`src/rtl/demux_1_16_loader_if.sv`:
```
// Write-side handshake bundle for the 1-to-16 lane loader.
// The producer uses the master modport, the loader uses the slave modport.
interface demux_1_16_loader_if #(
    parameter int SIZE = 16
);
    logic            in_valid;
    logic [SIZE-1:0] in_data;
    logic [3:0]      in_sel;
    logic            in_ready;

    modport master (
        output in_valid,
        output in_data,
        output in_sel,
        input  in_ready
    );

    modport slave (
        input  in_valid,
        input  in_data,
        input  in_sel,
        output in_ready
    );
endinterface

```
`src/rtl/demux_1_16_loader.sv`:
```
// Sequential 1-to-16 distributor feeding the 16 data inputs of the 16:1 mux.
// Words arrive over a valid/ready handshake. In IDLE the target lane comes
// from in_sel. In SWEEP it comes from an internal counter that fills lanes
// 0..15 in order. A one-cycle DONE state reports the end of a sweep.
module demux_1_16_loader #(
    parameter int SIZE = 16
) (
    input  logic                 clk,
    input  logic                 rst,
    input  logic                 start,
    input  logic                 abort,
    demux_1_16_loader_if.slave   in_port,
    output logic [16*SIZE-1:0]   out_bus,
    output logic [15:0]          out_strobe,
    output logic                 busy,
    output logic                 done
);

    typedef enum logic [1:0] {
        IDLE  = 2'd0,
        SWEEP = 2'd1,
        DONE  = 2'd2
    } state_t;

    state_t          state;
    state_t          state_next;
    logic [3:0]      cnt;
    logic            ready;
    logic            accept;
    logic            wr_en;
    logic [3:0]      wr_idx;
    logic [SIZE-1:0] lanes [16];

    // State register; reset forces IDLE at once, even in the middle of a sweep.
    always_ff @(posedge clk or posedge rst) begin
        if (rst) begin
            state <= IDLE;
        end else begin
            state <= state_next;
        end
    end

    // Next-state logic; in SWEEP, abort wins over a final accept.
    always_comb begin
        state_next = state;
        case (state)
            IDLE: begin
                if (start) begin
                    state_next = SWEEP;
                end
            end
            SWEEP: begin
                if (abort) begin
                    state_next = IDLE;
                end else if (accept && (cnt == 4'd15)) begin
                    state_next = DONE;
                end
            end
            DONE: begin
                state_next = IDLE;
            end
            default: begin
                state_next = IDLE;
            end
        endcase
    end

    // State-decoded outputs; in_ready has no path from in_valid.
    always_comb begin
        ready = 1'b1;
        busy  = 1'b0;
        done  = 1'b0;
        case (state)
            IDLE: begin
                ready = 1'b1;
            end
            SWEEP: begin
                ready = 1'b1;
                busy  = 1'b1;
            end
            DONE: begin
                ready = 1'b0;
                busy  = 1'b1;
                done  = 1'b1;
            end
            default: begin
                ready = 1'b1;
            end
        endcase
    end

    assign in_port.in_ready = ready;
    assign accept           = in_port.in_valid && ready;

    // Pick the lane to write: explicit select in IDLE, sweep counter in SWEEP.
    always_comb begin
        wr_en  = 1'b0;
        wr_idx = in_port.in_sel;
        case (state)
            IDLE: begin
                wr_en = accept;
            end
            SWEEP: begin
                wr_en  = accept && !abort;
                wr_idx = cnt;
            end
            default: begin
                wr_en = 1'b0;
            end
        endcase
    end

    // Sweep counter: cleared by start, advanced per sweep write, held on stalls.
    always_ff @(posedge clk or posedge rst) begin
        if (rst) begin
            cnt <= 4'd0;
        end else if ((state == IDLE) && start) begin
            cnt <= 4'd0;
        end else if ((state == SWEEP) && wr_en) begin
            cnt <= cnt + 4'd1;
        end
    end

    // Lane storage; a lane keeps its value until rewritten or reset.
    always_ff @(posedge clk or posedge rst) begin
        if (rst) begin
            for (int k = 0; k < 16; k++) begin
                lanes[k] <= '0;
            end
        end else if (wr_en) begin
            lanes[wr_idx] <= in_port.in_data;
        end
    end

    // One-hot strobe marking the lane written at the previous edge.
    always_ff @(posedge clk or posedge rst) begin
        if (rst) begin
            out_strobe <= '0;
        end else if (wr_en) begin
            out_strobe <= 16'b1 << wr_idx;
        end else begin
            out_strobe <= '0;
        end
    end

    // Lane k occupies slice k of the packed bus, matching mux select k.
    for (genvar k = 0; k < 16; k++) begin : g_bus
        assign out_bus[k*SIZE +: SIZE] = lanes[k];
    end

endmodule

```
`src/flat_wrapper.sv`:
```
// flat-port wrapper written by rule: the top's interface ports become plain ports
module demux_1_16_loader_flat 
#(
    parameter int SIZE = 16
)
  (clk, rst, start, abort, out_bus, out_strobe, busy, done, in_port_in_valid, in_port_in_data, in_port_in_sel, in_port_in_ready);
  demux_1_16_loader_if #(.SIZE(SIZE)) in_port_i ();
  input  logic clk;
  input  logic rst;
  input  logic start;
  input  logic abort;
  output logic [16*SIZE-1:0] out_bus;
  output logic [15:0] out_strobe;
  output logic busy;
  output logic done;
  input wire logic [$bits(in_port_i.in_valid)-1:0] in_port_in_valid;
  input wire logic [$bits(in_port_i.in_data)-1:0] in_port_in_data;
  input wire logic [$bits(in_port_i.in_sel)-1:0] in_port_in_sel;
  output wire logic [$bits(in_port_i.in_ready)-1:0] in_port_in_ready;
  assign in_port_i.in_valid = in_port_in_valid;
  assign in_port_i.in_data = in_port_in_data;
  assign in_port_i.in_sel = in_port_in_sel;
  assign in_port_in_ready = in_port_i.in_ready;
  demux_1_16_loader #(.SIZE(SIZE)) u_core (.clk(clk), .rst(rst), .start(start), .abort(abort), .in_port(in_port_i), .out_bus(out_bus), .out_strobe(out_strobe), .busy(busy), .done(done));
endmodule
```
`config.mk`:
```
export PLATFORM = sky130hd
export DESIGN_NAME = demux_1_16_loader_flat
export DESIGN_NICKNAME = d
export VERILOG_FILES = /design/src/rtl/demux_1_16_loader_if.sv /design/src/rtl/demux_1_16_loader.sv /design/src/flat_wrapper.sv
export SDC_FILE = /design/constraint.sdc
export NUM_CORES = 1
export LEC_CHECK = 0
export BUFFER_PORTS_ARGS = -buffer_cell sky130_fd_sc_hd__buf_2
export CORE_MARGIN = 2
export CORE_UTILIZATION = 52
export CTS_CLUSTER_DIAMETER = 200
export DETAILED_ROUTE_END_ITERATION = 12
export PLACE_DENSITY = 0.89
export SLEW_MARGIN = 20
export SYNTH_ARGS = -nofsm -noshare
export SYNTH_HDL_FRONTEND = slang
export SYNTH_SLANG_ARGS = --single-unit
```
`constraint.sdc`:
```
create_clock -name clk -period 13.1 [get_ports clk]
set_input_delay 2.62 -clock clk [delete_from_list [all_inputs] [get_ports clk]]
set_output_delay 2.62 -clock clk [all_outputs]
set_load 0.01 [all_outputs]
```
# Yosys cells after proc, flatten, opt, wreduce, memory -nomap -nowiden
# Cells that the tools add are included.
# word_totals
ff_bits	278
out_inout_bits	275
word_cells	55
# classes
add_sub_neg	1
n_lt_le_gt_ge	2
eq_ne	5
shift	1
n_mux	15
bitwise_logic	1
n_reduce_logical	11
# ops
cell	count
bitwise mux 256 bit	1
demux 16 bit (select 4 bit)	1
2-to-1 mux 16 bit	2
<< shifter 1 x 4 -> 16 bit (first input constant)	1
2-to-1 mux 4 bit	3
logical AND 1 bit	6
2-to-1 mux 2 bit	3
>= comparator 5 bit (second input constant)	1
less-than comparator 5 x 1 -> 1 bit (second input constant)	1
inverter 4 -> 5 bit	1
adder 4 x 1 -> 4 bit (second input constant)	1
== test 4 bit (second input constant)	1
one-hot mux 2 bit (2 select lines)	1
2-to-1 mux 1 bit	3
inequality test 3 x 2 -> 1 bit (second input constant)	1
== test 2 x 1 -> 1 bit (second input constant)	1
== test 2 bit (second input constant)	1
zero test 2 bit	1
inequality test 2 bit (second input constant)	1
one-hot mux 1 bit (2 select lines)	1
AND reduction 2 bit	1
nonzero test 2 bit	1
OR reduction 2 bit	1
zero test 1 bit	1

# Longest topological paths before layout
# Gate-level depths: netlist of the first run.
# depth
ltp_word	8
depth_mapped	9
ltp_nobuf	6

# Least setup slack after synthesis of the first run
# Ideal clock, no wire load.
# synth_timing
kind	input to register
start	in in_port_in_valid
end	reg u_core.lanes (netlist bit u_core.out_bus[64])
setup_time_ns	0.125
arrival_ns	3.889
t_required_ns	12.975
path_slack_ns	9.086
stages	6
path_buffers	2
path_cell_list	nor2b_1 > buf_2 > o221ai_2 > nor2_2 > buf_6 > mux2_2
# synth_via
elab_chain_cells	3
# synth_rtl
item	line_no	text
from (decl)	flat_wrapper.sv:16	input wire logic [$bits(in_port_i.in_valid)-1:0] in_port_in_valid;
logical AND 1 bit (*)	demux_1_16_loader.sv:93	assign accept = in_port.in_valid && ready;
logical AND 1 bit	demux_1_16_loader.sv:104	wr_en = accept && !abort;
one-hot mux 1 bit (2 select lines) (*)	demux_1_16_loader.sv:99	case (state)
to (signal, indexed assignment)	demux_1_16_loader.sv:131	lanes[wr_idx] <= in_port.in_data;
to (decl)	demux_1_16_loader.sv:32	logic [SIZE-1:0] lanes [16];
# Every way passes the cells marked *; elsewhere a longest branch is shown, timed or not.
# A chain may end at the register's enable or synchronous reset.

==> impl_metrics.toml, run 1 <==
[synthesis]
syn_area_um2 = 10800
yosys_warnings = 0
syn_area_per_cell_um2 = 16.6
synthCells = 647
synth_edf_count = 0
async_flop_share_pct = 100
syn_nets = 676
synth_xor_area_share_pct = 0.163
yosys.area_share.simple_pct = 2.86
synth_ff_type = "dfrtp_1"
synth_top_family_by_area = "multiplexers"
synth_seq_cells = 278
synth_compound_area_share_pct = 2.10
synth.distinct_cells = 39
yosysSeqAreaShare_pct = 64.6
synth-adder-area-share_pct = 0.465
synth_mux_area_share_pct = 26.9

[grt]
antenna_found_initial = 0
gr-total-overflow = 0
grt_first_pass_wirelength_mm = 40.0
grt_usage_pct = 23.4
grt_max_degree = 130
grt_pass1_vias = 6926

[timing]
drv_slew = 0
fin_skew_ns = 0.00709
worst_pin_slew_ns = 1.04
period_share_pct = 35.9
finalSetupViolations = 0
slew_headroom_pct = 30.5
rsz0062_at_grt = "false"
final.setup.worst_slack_ns = 8.40
tns_ns = 0
min_period_ns = 4.70
hold_viol = 0
fmax_mhz = 213

[floorplan]
die_h_um = 148
die_area_um2 = 21900
core_um2 = 20300
start_util_pct = 53.1
io_pins = 300
row_count = 52
fp.dieW_um = 148

[detailed_routing]
dr.pass1.iters = 6
vias_per_cell = 5.28
drt_wl_total_mm = 25.8
ant_nets = 0
drc_errors = 0
vias = 6489
wl_per_cell_um = 21.0
drtIter0Drc = 162

[critical_path]
cp.arrival_ns = 5.22
crit_required_ns = 13.62
reg2reg_depth = 6
crit_fanout = 129
criticalPathCategory = "input pin to asynchronous set/reset pin"
cp-end-kind = "asynchronous set/reset pin"
start_kind = "input pin"

[place]
dpl.hpwl_mm = 17.3
post-place-ws_ns = 7.78
io_buffers = 299
gp_congestion = 0.798

[clock_network]
cts_made_buffers = 27
ctsHoldBuffers = 0
cts_tree = "done"
cts.path.max_buffers = 3
cts_resized = 0
cts.clk_slew.worst_paths_ns = 0.06
post-cts-setup-buffers = 0
cts_root_buf = "clkbuf_16"
clkLatencyLatePin_ns = 0.52
h-tree-depth = 1
numClockSinks = 278

[layout]
area_delta_synth_final_pct = 22.8
regArea_um2 = 6960
multi_input_area_um2 = 3490
drive_gt1_share_pct = 64.9
n_antenna_cell = 0
fillerInstances = 1473
final_nets = 968

[hold_path]
worstHoldPathCells = 1
min_path_type = "flip-flop to flip-flop"

[power]
leakage_uw = 0.00685
pwr_density_cell_nw_per_um2 = 243
p_total_uw = 3210
peakVddDrop_mv = 0.143

[run]
maxCapViolCount = 0

[run_status]
outcome = "complete, no violations"
-- placed cells by master (no fill, tap or decap), types with 7 or more instances in the layout --
cell,Yosys,final
buf_2,3,299
dfrtp_1,278,278
mux2_2,245,245
clkbuf_16,0,27
mux2_1,11,11
nor2_4,9,9
clkinv_2,0,9
inv_1,8,7
-- cell usage after synthesis (2+ instances only) --
master / count / area, um2
mux2_1: 11 / 124
nor2b_1: 2 / 12.5
buf_6: 19 / 214
o221ai_2: 5 / 75.1
ha_1: 4 / 50.1
nor3b_1: 2 / 15.0
nor2_4: 9 / 101
dfrtp_1: 278 / 6960
nor2_1: 5 / 18.8
nor3b_2: 2 / 25.0
buf_2: 3 / 15.0
mux2_2: 245 / 2760
a21oi_1: 5 / 25.0
and3b_1: 4 / 35.0
xnor2_1: 2 / 17.5
nand2b_1: 2 / 12.5
clkbuf_1: 16 / 60.1
inv_1: 8 / 30.0
nor2_2: 5 / 31.3
-- stage by stage --
stage	instance area [um2]	utilization [%]	hold WS, ns	instances
6_report	13200	65.2	0.485	1229
5_1_grt	13200	65.2	0.513	1229
4_1_cts	13200	65.2	0.484	1229
3_5_place_dp	12300	60.8	0.470	1180
3_3_place_gp	12300	60.8	0.462	1180
2_1_floorplan	10800	-	0.516	647
-- registers in the layout (all words and copies together), names as in the netlist --
register,cells
u_core.out_strobe,16
u_core.state,2
u_core.cnt,4
u_core.out_bus,256
-- cell families (layout without fill, tap and decap cells) --
kind of cell    count (synthesis)  count (layout)
mux                           257             257
buf+inv                        46             358
simple gates                   39              39
flops                         278             278
xor+xnor                        2               2
fa+ha+maj                       4               4
compound gates                 21              21
-- layer usage --
metal / share of wire [%] / vias up / track usage, %
met5: 0 / - / 0
met4: 1.9 / 0 / 5.57
met3: 7.2 / 35 / 5.56
met2: 49 / 235 / 40.3
met1: 41 / 3363 / 30.4
li1: - / 2856 / -
-- critical path, stage by stage --
cell,delay (ns)
buf_2,0.13
inv_8,0.56
buf_4,0.85
buf_4,0.84
-- power by group --
part	switching (uW)	leakage, uW	internal (uW)
Combinational	533	0.00281	519
Clock	322	0.000443	446
Sequential	180	0.00360	1210
-- path summary, 6_finish.rpt --
kind	startpoint	end	slack (ns)
worst max-delay path	rst	u_core.out_bus[223]$_DFFE_PP0P_	8.40
worst min-delay path	u_core.out_bus[16]$_DFFE_PP0P_	u_core.out_bus[16]$_DFFE_PP0P_	0.48
worst max register to register	u_core.state[1]$_DFFE_PP0P_	u_core.out_bus[103]$_DFFE_PP0P_	9.65
worst min register to register	u_core.out_bus[16]$_DFFE_PP0P_	u_core.out_bus[16]$_DFFE_PP0P_	0.48
max in group clk	in_port_in_valid	u_core.out_bus[103]$_DFFE_PP0P_	8.59
min in group asynchronous	rst	u_core.out_bus[6]$_DFFE_PP0P_	2.26
-- layout make-up --
type,count,area share [%]
flip-flops and latches,278,52.6
multi-input cells,323,26.4
repair buffers,301,11.4
clock inverters,15,1.04
clock buffers,34,5.68
well taps,270,2.55
inverters,8,0.284
No activity file was read; power rests on OpenSTA's default activity.
==> run 2: changes to the inputs <==
--- a/config.mk
+++ b/config.mk
@@ -5,12 +5,13 @@
 export SDC_FILE = /design/constraint.sdc
 export NUM_CORES = 1
 export LEC_CHECK = 0
+export ABC_AREA = 1
 export BUFFER_PORTS_ARGS = -buffer_cell sky130_fd_sc_hd__buf_2
 export CORE_MARGIN = 2
-export CORE_UTILIZATION = 52
+export CORE_UTILIZATION = 48
 export CTS_CLUSTER_DIAMETER = 200
 export DETAILED_ROUTE_END_ITERATION = 12
-export PLACE_DENSITY = 0.89
+export PLACE_DENSITY = 0.85
 export SLEW_MARGIN = 20
 export SYNTH_ARGS = -nofsm -noshare
 export SYNTH_HDL_FRONTEND = slang
==> constraint.sdc (replaced) <==
create_clock -name clk -period 4.2 [get_ports clk]
set_input_delay 0.84 -clock clk [delete_from_list [all_inputs] [get_ports clk]]
set_output_delay 0.84 -clock clk [all_outputs]
set_load 0.01 [all_outputs]
==> run 2 against run 1 <==
Compared with the run above: clock power grew to 3.4 times the previous value; flip-flop and latch count did not move; register-to-register slack lost 8.5 ns; clock-buffer cell count up 7; non-clock buffer count is 12 higher; utilization fell by 6.2 points; largest power group unchanged.
==> impl_metrics.toml, run 2 <==
[run]
maxCapViolCount = 0

[synthesis]
syn_nets = 1299
yosys_warnings = 0
synth_edf_count = 0
syn_area_um2 = 11500
synth.area.top_cells = "dfrtp_1, nand2_1, nand3_1"
synth_top_family_by_area = "simple AND/OR/NAND/NOR gates"
yosysTopAreaCell = "dfrtp_1"
synth_top_cells_by_count = "nand2_1, dfrtp_1, nand3_1"
synth_mux_area_share_pct = 0
synth_xor_area_share_pct = 0.152
synth_ff_type = "dfrtp_1"
yosysMostFrequentCell = "nand2_1"
synth_top_area_share_pct = 60.5
synth-adder-area-share_pct = 0.436
yosys.area_share.simple_pct = 31.7
syn_area_per_cell_um2 = 9.05
synth_seq_cells = 278
async_flop_share_pct = 100
yosysSeqAreaShare_pct = 60.5
synth_compound_area_share_pct = 0.229
synthCells = 1270
synth.distinct_cells = 21

[timing]
drv_slew = 0
period_share_pct = 72.3
fin_skew_ns = 0.00986
hold_viol = 0
slew_headroom_pct = 34.2
min_period_ns = 3.04
finalSetupViolations = 0
rsz0062_at_grt = "false"
holdWs_ns = 0.400
fmax_mhz = 329
worst_pin_slew_ns = 0.984

[detailed_routing]
drc_errors = 0
drtIter0Drc = 1009
dr.pass1.iters = 7
vias = 9966
drt_wl_total_mm = 34.9
ant_nets = 0
vias_per_cell = 5.39
wl_per_cell_um = 18.9

[critical_path]
criticalPathCategory = "flip-flop to flip-flop"
crit_fanout = 38
path_cells = "inv_1, ha_1, inv_2, nand2_1, nand2_1, nor2_4, nand3_2, nand2_1, nand2_1"
cp-end-kind = "flip-flop"
timing.critical_path.buf_inv = 2
start_kind = "flip-flop"
reg2reg_depth = 9
cp_slowest_cell = "nor2_4"
cpPeakStageDelay_ns = 0.78
rrSetupSlack_ns = 1.16
path_common_cell = "nand2_1"
path_delay_family = "simple AND/OR/NAND/NOR gates"
crit_required_ns = 4.62
rr_endpoint = "u_core.out_bus[66]$_DFFE_PP0P_"
r2r_start = "u_core.state[1]$_DFFE_PP0P_"
cp.arrival_ns = 3.45

[floorplan]
fp.dieW_um = 159
die_h_um = 159
die_area_um2 = 25200
io_pins = 300
core_um2 = 23500
row_count = 56
start_util_pct = 49.0

[layout]
final_util_pct = 59.0
final_common_cell = "nand2_1"
layout_common_cells = "nand2_1, buf_2, dfrtp_1"
n_antenna_cell = 0
largest_register_ffs = 256
area_delta_synth_final_pct = 20.5
drive_gt1_share_pct = 25.8
fin_cells = 1848
final_nets = 1538

[clock_network]
cts_made_buffers = 28
post-cts-setup-buffers = 0
cts_resized = 0
cts_tree = "done"
cts.path.max_buffers = 3
h-tree-depth = 1
ctsHoldBuffers = 0
numClockSinks = 278
clkLatencyLatePin_ns = 0.53
cts_root_buf = "clkbuf_16"
cts.clk_slew.worst_paths_ns = 0.06

[place]
dp_cells = 1798
dpl.hpwl_mm = 22.1
gp_congestion = 0.841
io_buffers = 299

[grt]
grt_pass1_vias = 9438
gr-total-overflow = 0
antenna_found_initial = 0
grt_first_pass_wirelength_mm = 53.8
grt_usage_pct = 27.2
grt_max_degree = 124

[run_status]
outcome = "complete, no violations"

[power]
pwr_density_cell_nw_per_um2 = 779
peakVddDrop_mv = 0.467
leakage_uw = 0.00824

[hold_path]
min_path_type = "input pin to asynchronous set/reset pin"
## run 2: final cells by class
cell class | count | area (um2)
flip-flops and latches | 278 | 6960
repair buffers | 313 | 1630
fillers | 1963 | 9630
clock buffers | 41 | 871
clock inverters | 9 | 130
well taps | 319 | 399
inverters | 32 | 124
multi-input cells | 856 | 3740
## run 2: cells by family after synthesis
logic type	count (synthesis)
simple gates	846
xor+xnor	2
buf+inv	136
compound gates	4
fa+ha+maj	4
flops	278
## run 2: worst register-to-register path, delay by kind of cell (launching register included)
kind / cells / cell delay [ns]
adders and majority gates: 1 / 0.42
buffers and inverters: 2 / 0.24
DFF: 1 / 0.39
and+or+nand+nor: 6 / 1.87
## run 2: through the flow
stage	setup TNS (ns)	total power (uW)	setup slack, ns	cell area [um2]
2_1_floorplan	-88.78	6620	-0.319	11500
3_3_place_gp	0	7960	1.37	12800
3_5_place_dp	0	8110	1.24	12800
4_1_cts	0	10800	1.22	13800
5_1_grt	0	11400	0.946	13800
6_report	0	10800	1.16	13800
## run 2: routing by layer
metal,wire [um],global-route usage (%),up-vias,part of all wire [%]
met4,1200,10.1,0,3.4
met1,13300,35.9,4747,38
met2,16300,43.4,633,47
met5,0,0,-,0
met3,4100,7.03,91,12
li1,-,-,4495,-
## run 2: worst max-delay path by stage
stage	start	to	slack, ns	cells after the start
after global placement	u_core.state[1]$_DFFE_PP0P_	u_core.out_bus[66]$_DFFE_PP0P_	1.37	9
after floorplan	rst	u_core.cnt[0]$_DFFE_PP0P_	-0.32	1
final	u_core.state[1]$_DFFE_PP0P_	u_core.out_bus[66]$_DFFE_PP0P_	1.16	9
after CTS	u_core.state[1]$_DFFE_PP0P_	u_core.out_bus[66]$_DFFE_PP0P_	1.22	9
after detailed placement	u_core.state[1]$_DFFE_PP0P_	u_core.out_bus[66]$_DFFE_PP0P_	1.24	9
after global routing	u_core.state[1]$_DFFE_PP0P_	u_core.out_bus[69]$_DFFE_PP0P_	0.95	9
## run 2: power by group
group          leakage [uW]  switching (uW)  internal, uW  total (uW)
Clock              0.000494            1040          1610        2650
Combinational       0.00410            2600          1250        3850
Sequential          0.00365             601          3680        4280
Total               0.00824            4240          6550       10800
